**config.mk**
```make
export PLATFORM = sky130hd
export DESIGN_NAME = instr_loader
export DESIGN_NICKNAME = d
export VERILOG_FILES = /design/src/rtl/instr_loader.sv
export SDC_FILE = /design/constraint.sdc
export NUM_CORES = 1
export LEC_CHECK = 0
export ABC_CLOCK_PERIOD_IN_PS = 6050
export BUFFER_PORTS_ARGS = -buffer_cell sky130_fd_sc_hd__buf_4
export CORE_MARGIN = 2
export CORE_UTILIZATION = 50
export CTS_CLUSTER_DIAMETER = 50
export DETAILED_ROUTE_END_ITERATION = 8
export PLACE_DENSITY = 0.7
export SETUP_SLACK_MARGIN = 0.4
export SKIP_CTS_REPAIR_TIMING = 1
export SYNTH_ARGS = -nofsm -noshare
export SYNTH_HDL_FRONTEND = slang
export SYNTH_SLANG_ARGS = --single-unit
```
**constraint.sdc**
```tcl
create_clock -name clk_i -period 6.05 [get_ports clk_i]
set_input_delay 1.5125 -clock clk_i [delete_from_list [all_inputs] [get_ports clk_i]]
set_output_delay 1.5125 -clock clk_i [all_outputs]
set_load 0.02 [all_outputs]
```
**src/rtl/instr_loader.sv**
```systemverilog
// Instruction loader: receives a framed byte stream from a UART receiver, writes
// the payload words into instruction memory and releases the processor core only
// after the frame checksum has been verified.
//
// Frame: N_lo, N_hi, 4*N payload bytes (little-endian words), checksum byte equal
// to the XOR of every preceding frame byte.
//
// Ports:
//   clk_i          clock, all state updates on the rising edge
//   rst_i          synchronous active-high reset
//   rx_valid_i     one-cycle strobe, rx_data_i holds a received byte
//   rx_data_i      received byte
//   imem_we_o      instruction-memory write strobe, one cycle per word
//   imem_addr_o    word-aligned byte address of the write
//   imem_wdata_o   instruction word to write
//   core_rst_n_o   active-low core reset, high only after a verified load
//   load_done_o    load completed and checksum matched
//   load_err_o     load aborted (oversize, timeout or checksum mismatch)
//   words_loaded_o number of words written so far
module instr_loader #(
  parameter int unsigned MAX_WORDS      = 256,
  parameter int unsigned TIMEOUT_CYCLES = 1000000,
  parameter logic [31:0] BASE_ADDR      = 32'h0000_0000
) (
  input  logic        clk_i,
  input  logic        rst_i,
  input  logic        rx_valid_i,
  input  logic [7:0]  rx_data_i,
  output logic        imem_we_o,
  output logic [31:0] imem_addr_o,
  output logic [31:0] imem_wdata_o,
  output logic        core_rst_n_o,
  output logic        load_done_o,
  output logic        load_err_o,
  output logic [15:0] words_loaded_o
);

  typedef enum logic [2:0] {
    StHdr0,
    StHdr1,
    StData,
    StChk,
    StDone,
    StErr
  } state_e;

  state_e      state_q, state_d;
  logic [15:0] n_q, n_d;
  logic [1:0]  byte_cnt_q, byte_cnt_d;
  logic [23:0] word_q, word_d;          // first three bytes of the word in progress
  logic [7:0]  chk_q, chk_d;
  logic [31:0] idle_q, idle_d;
  logic        we_q, we_d;
  logic [31:0] addr_q, addr_d;
  logic [31:0] wdata_q, wdata_d;
  logic [15:0] words_q, words_d;
  logic [15:0] n_full;
  logic        active;

  always_comb begin
    state_d    = state_q;
    n_d        = n_q;
    byte_cnt_d = byte_cnt_q;
    word_d     = word_q;
    chk_d      = chk_q;
    idle_d     = idle_q;
    we_d       = 1'b0;
    addr_d     = addr_q;
    wdata_d    = wdata_q;
    words_d    = words_q;
    n_full     = {rx_data_i, n_q[7:0]};
    active     = (state_q == StHdr1) || (state_q == StData) || (state_q == StChk);

    // A byte arriving on the cycle the counter would expire wins over the timeout.
    if (active) begin
      if (rx_valid_i) begin
        idle_d = '0;
      end else begin
        idle_d = idle_q + 32'd1;
        if (idle_d == TIMEOUT_CYCLES) begin
          state_d = StErr;
        end
      end
    end

    if (rx_valid_i) begin
      unique case (state_q)
        StHdr0: begin
          n_d[7:0] = rx_data_i;
          chk_d    = chk_q ^ rx_data_i;
          state_d  = StHdr1;
        end
        StHdr1: begin
          n_d   = n_full;
          chk_d = chk_q ^ rx_data_i;
          if (32'(n_full) > MAX_WORDS) begin
            state_d = StErr;
          end else if (n_full == 16'd0) begin
            state_d = StChk;
          end else begin
            state_d = StData;
          end
        end
        StData: begin
          chk_d      = chk_q ^ rx_data_i;
          byte_cnt_d = byte_cnt_q + 2'd1;
          word_d     = {rx_data_i, word_q[23:8]};
          if (byte_cnt_q == 2'd3) begin
            we_d    = 1'b1;
            addr_d  = BASE_ADDR + {14'd0, words_q, 2'b00};
            wdata_d = {rx_data_i, word_q};
            words_d = words_q + 16'd1;
            if (words_d == n_q) begin
              state_d = StChk;
            end
          end
        end
        StChk: begin
          state_d = (rx_data_i == chk_q) ? StDone : StErr;
        end
        default: ;  // DONE and ERR ignore further bytes
      endcase
    end
  end

  always_ff @(posedge clk_i) begin
    if (rst_i) begin
      state_q    <= StHdr0;
      n_q        <= '0;
      byte_cnt_q <= '0;
      word_q     <= '0;
      chk_q      <= '0;
      idle_q     <= '0;
      we_q       <= 1'b0;
      addr_q     <= '0;
      wdata_q    <= '0;
      words_q    <= '0;
    end else begin
      state_q    <= state_d;
      n_q        <= n_d;
      byte_cnt_q <= byte_cnt_d;
      word_q     <= word_d;
      chk_q      <= chk_d;
      idle_q     <= idle_d;
      we_q       <= we_d;
      addr_q     <= addr_d;
      wdata_q    <= wdata_d;
      words_q    <= words_d;
    end
  end

  assign imem_we_o      = we_q;
  assign imem_addr_o    = addr_q;
  assign imem_wdata_o   = wdata_q;
  assign words_loaded_o = words_q;
  assign load_done_o    = (state_q == StDone);
  assign load_err_o     = (state_q == StErr);
  assign core_rst_n_o   = (state_q == StDone);

endmodule

```
; ---- After elaboration in Yosys (flattened, before gate mapping)
; Cells that the tools add are included.
[classes]
muxes = 12
order_cmp = 1
n_eq_ne = 9
reduce_logical = 11
n_bitwise = 3
n_addsub = 3
[op_table]
columns = cell, count
row1 = $add 32x1->32 const B, 1
row2 = $eq 32x20->1 const B, 1
row3 = $mux 32, 1
row4 = $mux 3, 7
row5 = $add 16x1->16 const B, 1
row6 = $eq 16x16->1, 1
row7 = $gt 16x9->1 const B, 1
row8 = $logic_not 16->1, 1
row9 = $pmux 3 s4, 1
row10 = $eq 8x8->1, 1
row11 = $reduce_and 2->1, 4
row12 = $xor 8x8->8, 1
row13 = $eq 3x2->1 const B, 2
row14 = $eq 3x3->1 const B, 2
row15 = $reduce_or 3->1, 2
row16 = $eq 3x1->1 const B, 1
row17 = $logic_not 3->1, 1
row18 = $mux 1, 3
row19 = $reduce_and 3->1, 1
row20 = $add 2x1->2 const B, 1
row21 = $eq 2x2->1 const B, 1
row22 = $logic_or 1x1->1, 2
row23 = $not 1->1, 2
[totals]
regBits = 150
input_bits = 11
output_inout_bits = 84

; ---- Longest topological paths before layout
; Gate-level depths: netlist of the first run.
[logic_depth]
ltp_word = 9
depth_mapped = 10

; ---- Worst setup path before layout of the first run
; Ideal clock, no wire load.
[synth_path]
path_type = input-to-reg
start = input port rx_valid_i
end = register addr_q[2], in the netlist imem_addr_o[2]
arrival_ns = 3.279
path_stages = 9
setup_slack_ns = 2.700
required_time_ns = 5.980
n_path_buf = 4
path_cell_list = clkbuf_1 nand2b_1 clkbuf_1 nor2_1 and2_1 clkbuf_1 buf_1 nand2_1 a21oi_1
[synth_between]
elab_chain_cells = 1
[synth_rtl]
columns = element, line
row1 = "start, declared", 27  ; input logic rx_valid_i,
row2 = $reduce_and 3->1 (no line), -
row3 = "end signal, assigned", 146  ; addr_q <= addr_d;
row4 = "end, declared", 54  ; logic [31:0] addr_q, addr_d;
; No other way between the ends.
; A chain may end at the register's enable or synchronous reset.

; ---- Worst setup path after layout of the first run
[layout_path]
start = input port rx_valid_i
end = register words_q[2], in the netlist words_loaded_o[2]
[layout_between]
elab_chain_cells = 1
[layout_rtl]
columns = element, line
row1 = $reduce_and 3->1 (no line), -
row2 = "end signal, assigned", 148  ; words_q <= words_d;
row3 = "end, declared", 56  ; logic [15:0] words_q, words_d;
; No other way between the ends.

==> impl_metrics.csv, run 1 <==
group,metric,value,unit
run_status,outcome,"complete, no violations",
sta,hold_violations,0,
layout,fillers,1361,
sta,rsz0062_at_grt,"false",
layout,syn2layout_area_growth,13.4,%
setup_path,cp.arrival,3.85,ns
floorplan,initial_utilization,51.4,%
place,port_buffers,78,
yosys,postSynthAreaPerCell,7.56,um2
sta,tightestPinTransition,1.05,ns
sta,finClkSkew,0.00765,ns
clock_tree,cts_tree,"done",
global_route,grt_pass1_wl,29800,um
yosys,synthArstFlopShare,0,%
pwr,p_int,0.00169,W
yosys,synth_seq_cells,150,
routing,wl_met3,1000,um
setup_path,path_class,"in -> reg",
routing,avgRoutedWirePerCell,14.8,um
routing,dr.pass1.iters,5,
clock_tree,clock_path_buffers,2,
yosys,synth_cell_types,70,
routing,drtIter0Drc,452,
layout,antennaDiodeCount,0,
pwr,pwr-share-clk,49.0,%
floorplan,die_h,127,um
sta,max_freq,280,MHz
global_route,grt_start_max_net_pins,101,
setup_path,critical_path.max_fanout,36,
sta,drv_slew,0,
global_route,antenna_found_initial,0,
clock_tree,cts.clk_slew.worst_paths,0.06,ns
floorplan,die_area,16000,um2
global_route,gr-total-overflow,0,
routing,vias,6801,
setup_path,start_kind,"input port",
layout,fin_nets,1030,
routing,top_layer,"met4",
floorplan,rows,44,
pwr,p_leak,3.02,nW
floorplan,num_io_pins,95,
setup_path,crit_slowest_cell,"and2_2",
pwr,pwr-share-comb,5.3,%
routing,drt-met1-wl,8930,um
layout,multiInputGateArea,4050,um2
yosys,synth-seq-area-share,39.9,%
layout,layout-drive-gt1-share,13.1,%
layout,layout_commonest_cell,"nand2_1",
routing,ant_nets,0,
layout,utilization,58.3,%
clock_tree,cts_sinks,150,
place,gp_congestion,0.868,
yosys,synth_area,7520,um2
floorplan,coreArea,14600,um2
clock_tree,cts_buffers,17,
floorplan,fp.dieW,127,um
sta,tns,0,ns
pwr,pwr-share-seq,45.7,%
yosys,synth_warnings,0,
pwr,p_sw_share,23.8,%
pwr,p_per_area,260,nW/um2
global_route,gr-usage-all-layers,22.5,%
sta,slew_headroom,29.7,%
routing,vias_per_cell,5.62,
min_path,worst_hold_path_type,"reg -> reg",
setup_path,crit_top_cell,"buf_4",
yosys,synth_edf_count,0,
yosys,ys.flop_type,"dfxtp_1",
sta,setup_viol,0,
layout,seq_area,3000,um2
sta,post-route-period-util,59.1,%
setup_path,path_cells,"buf_4 -> nand2b_1 -> nor2_2 -> buf_4 -> and2_2 -> buf_4 -> nand2_1 -> xor2_1 -> nor2_1",
routing,drc,0,
clock_tree,htreeDepth,4,
setup_path,max_stage_delay,0.63,ns
clock_tree,clock_latency,0.43,ns
place,hpwl,11500,um
flow_run,maxCapViolations,0,
routing,wl_met2,7830,um
routing,wl,17900,um
clock_tree,root_buffer,"clkbuf_16",
yosys,synth_cells,995,
global_route,grt_pass1_vias,5993,
pwr,p_switching,0.000527,W
layout,mostFrequentLayoutCells,"231 x nand2_1, 150 x dfxtp_1, 139 x a21oi_1",
pwr,peakVddDrop,216,uV
setup_path,crit_path_end_kind,"register",
sta,period_needed,3.58,ns
setup_path,worst_ep_required_time,6.32,ns
==> cells in the mapped netlist, drive strengths merged, types with 3 or more instances <==
library cell	n	area, um2
mux2i	3	30.0
o21ai	36	180
inv	5	18.8
a211oi	3	22.5
a22oi	3	22.5
nor2b	4	25.0
dfxtp	150	3000
nor3b	3	22.5
a31o	3	26.3
or4	3	22.5
nand2	232	871
and2	4	25.0
xnor2	36	315
nor2	80	300
nor3	16	85.1
and3b	3	26.3
a21oi	139	696
a31oi	8	50.1
nand4	27	184
or3	5	32.5
nor4	19	149
xor2	22	193
and3	9	56.3
clkbuf	61	230
nand3	28	153
and4	5	43.8
or2	5	31.3
nand4b	3	26.3
buf	35	265
nand3b	3	22.5
ha	4	50.1
nand2b	7	43.8
==> path summary, 6_finish.rpt <==
path / slack [ns] / cells after the start / startpoint / endpoint
setup / recovery: 2.47 / 9 / rx_valid_i / words_loaded_o[2]$_SDFFE_PP0P_
hold reg to reg: 0.45 / 2 / word_q[5]$_SDFFE_PP0P_ / imem_wdata_o[5]$_SDFFE_PP0P_
hold / removal: 0.45 / 2 / word_q[5]$_SDFFE_PP0P_ / imem_wdata_o[5]$_SDFFE_PP0P_
setup reg to reg: 2.84 / 8 / idle_q[0]$_SDFFE_PP0N_ / state_q[1]$_SDFF_PP0_
==> state kept, by name (all words and copies together) (netlist names) <==
| signal | count |
|---|---|
| imem_we_o | 1 |
| idle_q | 32 |
| imem_addr_o | 16 |
| words_loaded_o | 16 |
| state_q | 3 |
| word_q | 24 |
| chk_q | 8 |
| imem_wdata_o | 32 |
| n_q | 16 |
| byte_cnt_q | 2 |
==> cell type report <==
| class | count | share of cell area, % |
|---|---|---|
| clock inverters | 13 | 2.01 |
| repair buffers | 84 | 7.39 |
| well taps | 184 | 2.70 |
| clock buffers | 18 | 5.03 |
| inverters | 5 | 0.220 |
| multi-input cells | 757 | 47.4 |
| flip-flops and latches | 150 | 35.2 |
==> metrics by stage <==
stage	hold WS [ns]	setup slack (ns)	instance area, um2	cells	total power [W]
floorplan	0.432	2.70	7580	1010	0.00113
global placement	0.440	2.04	7930	1180	0.00115
detailed placement	0.447	2.04	7930	1180	0.00115
CTS	0.456	2.48	8530	1211	0.00223
global route	0.475	2.26	8530	1211	0.00230
finish	0.453	2.47	8530	1211	0.00222
==> power groups by stage <==
stage / registers, W / logic, W / clock network (W)
6_report: 0.00101 / 0.000118 / 0.00109
5_1_grt: 0.00101 / 0.000131 / 0.00115
4_1_cts: 0.00101 / 0.000117 / 0.00110
3_5_place_dp: 0.00103 / 0.000116 / 0
3_3_place_gp: 0.00103 / 0.000115 / 0
2_1_floorplan: 0.00103 / 0.000101 / 0
==> cells by family after synthesis <==
logic type / share of synthesized area [%]
simple gates: 28.9
other cells: 0.0498
flops: 39.9
xor+xnor: 6.75
buf+inv: 7.13
fa+ha+maj: 0.665
compound gates: 16.1
mux: 0.549
==> per-layer routing <==
metal,global-route usage (%),up-vias
met3,5.10,15
li1,-,3409
met2,34.0,201
met5,0,-
met4,5.30,0
met1,33.0,3176
==> critical path, delay by kind of cell <==
| family | cells | cell delay [ns] |
|---|---|---|
| buf+inv | 3 | 0.99 |
| simple gates | 5 | 1.18 |
| xor+xnor | 1 | 0.13 |
No activity file was read; power rests on OpenSTA's default activity.
==> run 2: changes to the inputs <==
--- a/config.mk
+++ b/config.mk
@@ -5,13 +5,14 @@
 export SDC_FILE = /design/constraint.sdc
 export NUM_CORES = 1
 export LEC_CHECK = 0
-export ABC_CLOCK_PERIOD_IN_PS = 6050
+export ABC_AREA = 1
+export ABC_CLOCK_PERIOD_IN_PS = 3400
 export BUFFER_PORTS_ARGS = -buffer_cell sky130_fd_sc_hd__buf_4
 export CORE_MARGIN = 2
 export CORE_UTILIZATION = 50
 export CTS_CLUSTER_DIAMETER = 50
 export DETAILED_ROUTE_END_ITERATION = 8
-export PLACE_DENSITY = 0.7
+export PLACE_DENSITY = 0.71
 export SETUP_SLACK_MARGIN = 0.4
 export SKIP_CTS_REPAIR_TIMING = 1
 export SYNTH_ARGS = -nofsm -noshare
==> constraint.sdc (replaced) <==
create_clock -name clk_i -period 3.4 [get_ports clk_i]
set_input_delay 0.85 -clock clk_i [delete_from_list [all_inputs] [get_ports clk_i]]
set_output_delay 0.85 -clock clk_i [all_outputs]
set_load 0.02 [all_outputs]
==> run 2 against run 1 <==
- critical path depth fell by 4
- sequential share of layout area fell by 0.66 points
- wire length rose by 4.5%
- non-clock buffer count rose by 6
- clock skew barely moved
- area after synthesis fell by 1.9%
- combinational power rose by 140%
- flip-flop and latch count did not move
- critical endpoint is now load_err_o
- largest cell class unchanged
- largest power group unchanged
- highest routed layer unchanged
==> impl_metrics.csv, run 2 <==
group,metric,value,unit
global_route,grt_start_max_net_pins,57,
place,port_buffers,78,
yosys,postSynthAreaPerCell,6.70,um2
layout,layout_commonest_cell,"nand2_1",
yosys,synth_top_area_share,40.7,%
yosys,synth_seq_cells,150,
pwr,p_per_area,459,nW/um2
layout,multiInputGateArea,3810,um2
yosys,synthSimpleGateAreaFrac,33.7,%
layout,syn2layout_area_growth,17.8,%
sta,rsz0062_at_grt,"false",
yosys,synth_warnings,0,
setup_path,path_class,"reg -> out",
clock_tree,htreeDepth,4,
layout,layout-drive-gt1-share,12.9,%
pwr,p_leak,3.78,nW
setup_path,rr_worst_depth,15,
sta,finClkSkew,0.00814,ns
routing,avgRoutedWirePerCell,13.7,um
routing,dr.pass1.iters,5,
pwr,p_switching,0.00100,W
yosys,synth_xor_area_share,1.90,%
setup_path,cp-startpoint,"state_q[0]$_SDFF_PP0_",
pwr,p_int,0.00299,W
yosys,synth_common_cells,"310 x nand2_1, 150 x dfxtp_1, 131 x nor2_1, 109 x a21oi_1",
clock_tree,cts_sinks,150,
floorplan,die_h,125,um
layout,seq_area,3000,um2
yosys,synth_cells,1102,
routing,wl,18700,um
layout,mostFrequentLayoutCells,"310 x nand2_1, 150 x dfxtp_1, 131 x nor2_1",
pwr,peakVddDrop,329,uV
sta,drv_slew,0,
layout,antennaDiodeCount,0,
clock_tree,cts.clk_slew.worst_paths,0.06,ns
setup_path,max_stage_delay,0.42,ns
yosys,synthMuxAreaShare,0,%
yosys,synth-adder-area-share,0.678,%
pwr,p_sw_share,25.1,%
yosys,synth-compound-area-share,14.5,%
clock_tree,cts_tree,"done",
yosys,yosysMostFrequentCell,"nand2_1",
min_path,worst_hold_path_type,"reg -> reg",
yosys,synth_cell_types,33,
sta,tightestPinTransition,0.677,ns
sta,slew_headroom,54.7,%
clock_tree,clock_latency,0.43,ns
layout,stdcell_count,1368,
clock_tree,cts_buffers,17,
setup_path,path_cells,"inv_1 -> nor2_1 -> inv_1 -> nor2_1 -> buf_4",
setup_path,ff2ff_setup_slack,1.09,ns
setup_path,crit_path_end_kind,"output port",
yosys,synth_edf_count,0,
floorplan,coreArea,14500,um2
pwr,pwr-share-comb,7.0,%
place,gp_congestion,0.885,
run_status,outcome,"complete, no violations",
global_route,gr-usage-all-layers,23.9,%
yosys,synthArstFlopShare,0,%
floorplan,rows,44,
setup_path,worst_ep_required_time,2.55,ns
pwr,power.total,0.00399,W
layout,fin_nets,1186,
setup_path,start_kind,"register",
routing,drtIter0Drc,445,
routing,vias,7122,
yosys,ys.flop_type,"dfxtp_1",
pwr,pwr-share-clk,47.0,%
sta,setup_viol,0,
sta,post-route-period-util,69.3,%
setup_path,reg2reg_to,"state_q[0]$_SDFF_PP0_",
floorplan,fp.dieW,125,um
yosys,synth_area_leaders,"dfxtp_1 41%, nand2_1 16%, a21oi_1 7.4%",
routing,ant_nets,0,
layout,fillers,1353,
place,placedCellCount,1336,
layout,utilization,60.1,%
floorplan,die_area,15700,um2
clock_tree,clock_path_buffers,2,
flow_run,maxCapViolations,0,
pwr,pwr-share-seq,46.1,%
floorplan,num_io_pins,95,
yosys,synth_area,7380,um2
setup_path,crit_slowest_cell,"dfxtp_1",
setup_path,critical_path.max_fanout,6,
yosys,synth-seq-area-share,40.7,%
sta,max_freq,424,MHz
sta,hold_violations,0,
place,hpwl,12900,um
global_route,antenna_found_initial,0,
setup_path,rr_startpoint,"words_loaded_o[1]$_SDFFE_PP0P_",
routing,drc,0,
layout,final_area,8690,um2
setup_path,crit_end,"load_err_o",
routing,vias_per_cell,5.21,
sta,period_needed,2.36,ns
place,placed_area,8110,um2
clock_tree,root_buffer,"clkbuf_16",
yosys,synth_area_leader_cell,"dfxtp_1",
global_route,grt_pass1_vias,6344,
floorplan,initial_utilization,51.0,%
sta,tns,0,ns
yosys,synth_top_family_by_area,"simple AND/OR/NAND/NOR gates",
global_route,gr-total-overflow,0,
global_route,grt_pass1_wl,30800,um
setup_path,cp.arrival,1.51,ns
-- run 2: per-stage QoR --
step | setup WS [ns] | hold slack (ns)
3_3_place_gp | 1.14 | 0.451
6_report | 1.04 | 0.459
2_1_floorplan | 1.33 | 0.436
3_5_place_dp | 1.01 | 0.452
4_1_cts | 1.05 | 0.463
5_1_grt | 0.822 | 0.477
-- run 2: worst min path at each step --
stage	end	startpoint	cells past startpoint	slack (ns)
final	imem_wdata_o[0]$_SDFFE_PP0P_	word_q[0]$_SDFFE_PP0P_	2	0.46
after global routing	imem_wdata_o[0]$_SDFFE_PP0P_	word_q[0]$_SDFFE_PP0P_	2	0.48
after floorplan	imem_wdata_o[10]$_SDFFE_PP0P_	word_q[10]$_SDFFE_PP0P_	2	0.44
after CTS	imem_wdata_o[1]$_SDFFE_PP0P_	word_q[1]$_SDFFE_PP0P_	2	0.46
after detailed placement	imem_wdata_o[6]$_SDFFE_PP0P_	word_q[6]$_SDFFE_PP0P_	2	0.45
after global placement	imem_wdata_o[2]$_SDFFE_PP0P_	word_q[2]$_SDFFE_PP0P_	2	0.45
-- run 2: kinds of logic after synthesis --
group / count (synthesis)
compound gates: 209
other cells: 1
xor+xnor: 16
flops: 150
simple gates: 573
fa+ha+maj: 4
buf+inv: 149
-- run 2: metal layers --
metal	global-route usage, %	share of wire, %
met1	33.9	48
met2	37.1	45
met3	4.45	5.6
met4	7.06	1.3
met5	0	0
-- run 2: worst max-delay path: cells and delay by family (launching register included) --
family        cells  cell delay, ns
buf+inv           3            0.34
flops             1            0.42
simple gates      2            0.33
-- run 2: power by group through the flow --
stage | clock network, W | registers, W | logic, W
final | 0.00188 | 0.00184 | 0.000278
after detailed placement | 0 | 0.00188 | 0.000278
after floorplan | 0 | 0.00187 | 0.000211
after global placement | 0 | 0.00188 | 0.000273
after global routing | 0.00197 | 0.00184 | 0.000315
after CTS | 0.00190 | 0.00184 | 0.000279
-- run 2: layout make-up --
type	count	share of cell area, %
Clock buffer	18	5.05
Clock inverter	14	1.71
Inverter	94	4.06
Multi-Input combinational cell	818	43.8
Sequential cell	150	34.5
Tap cell	184	2.65
Timing Repair Buffer	90	8.20
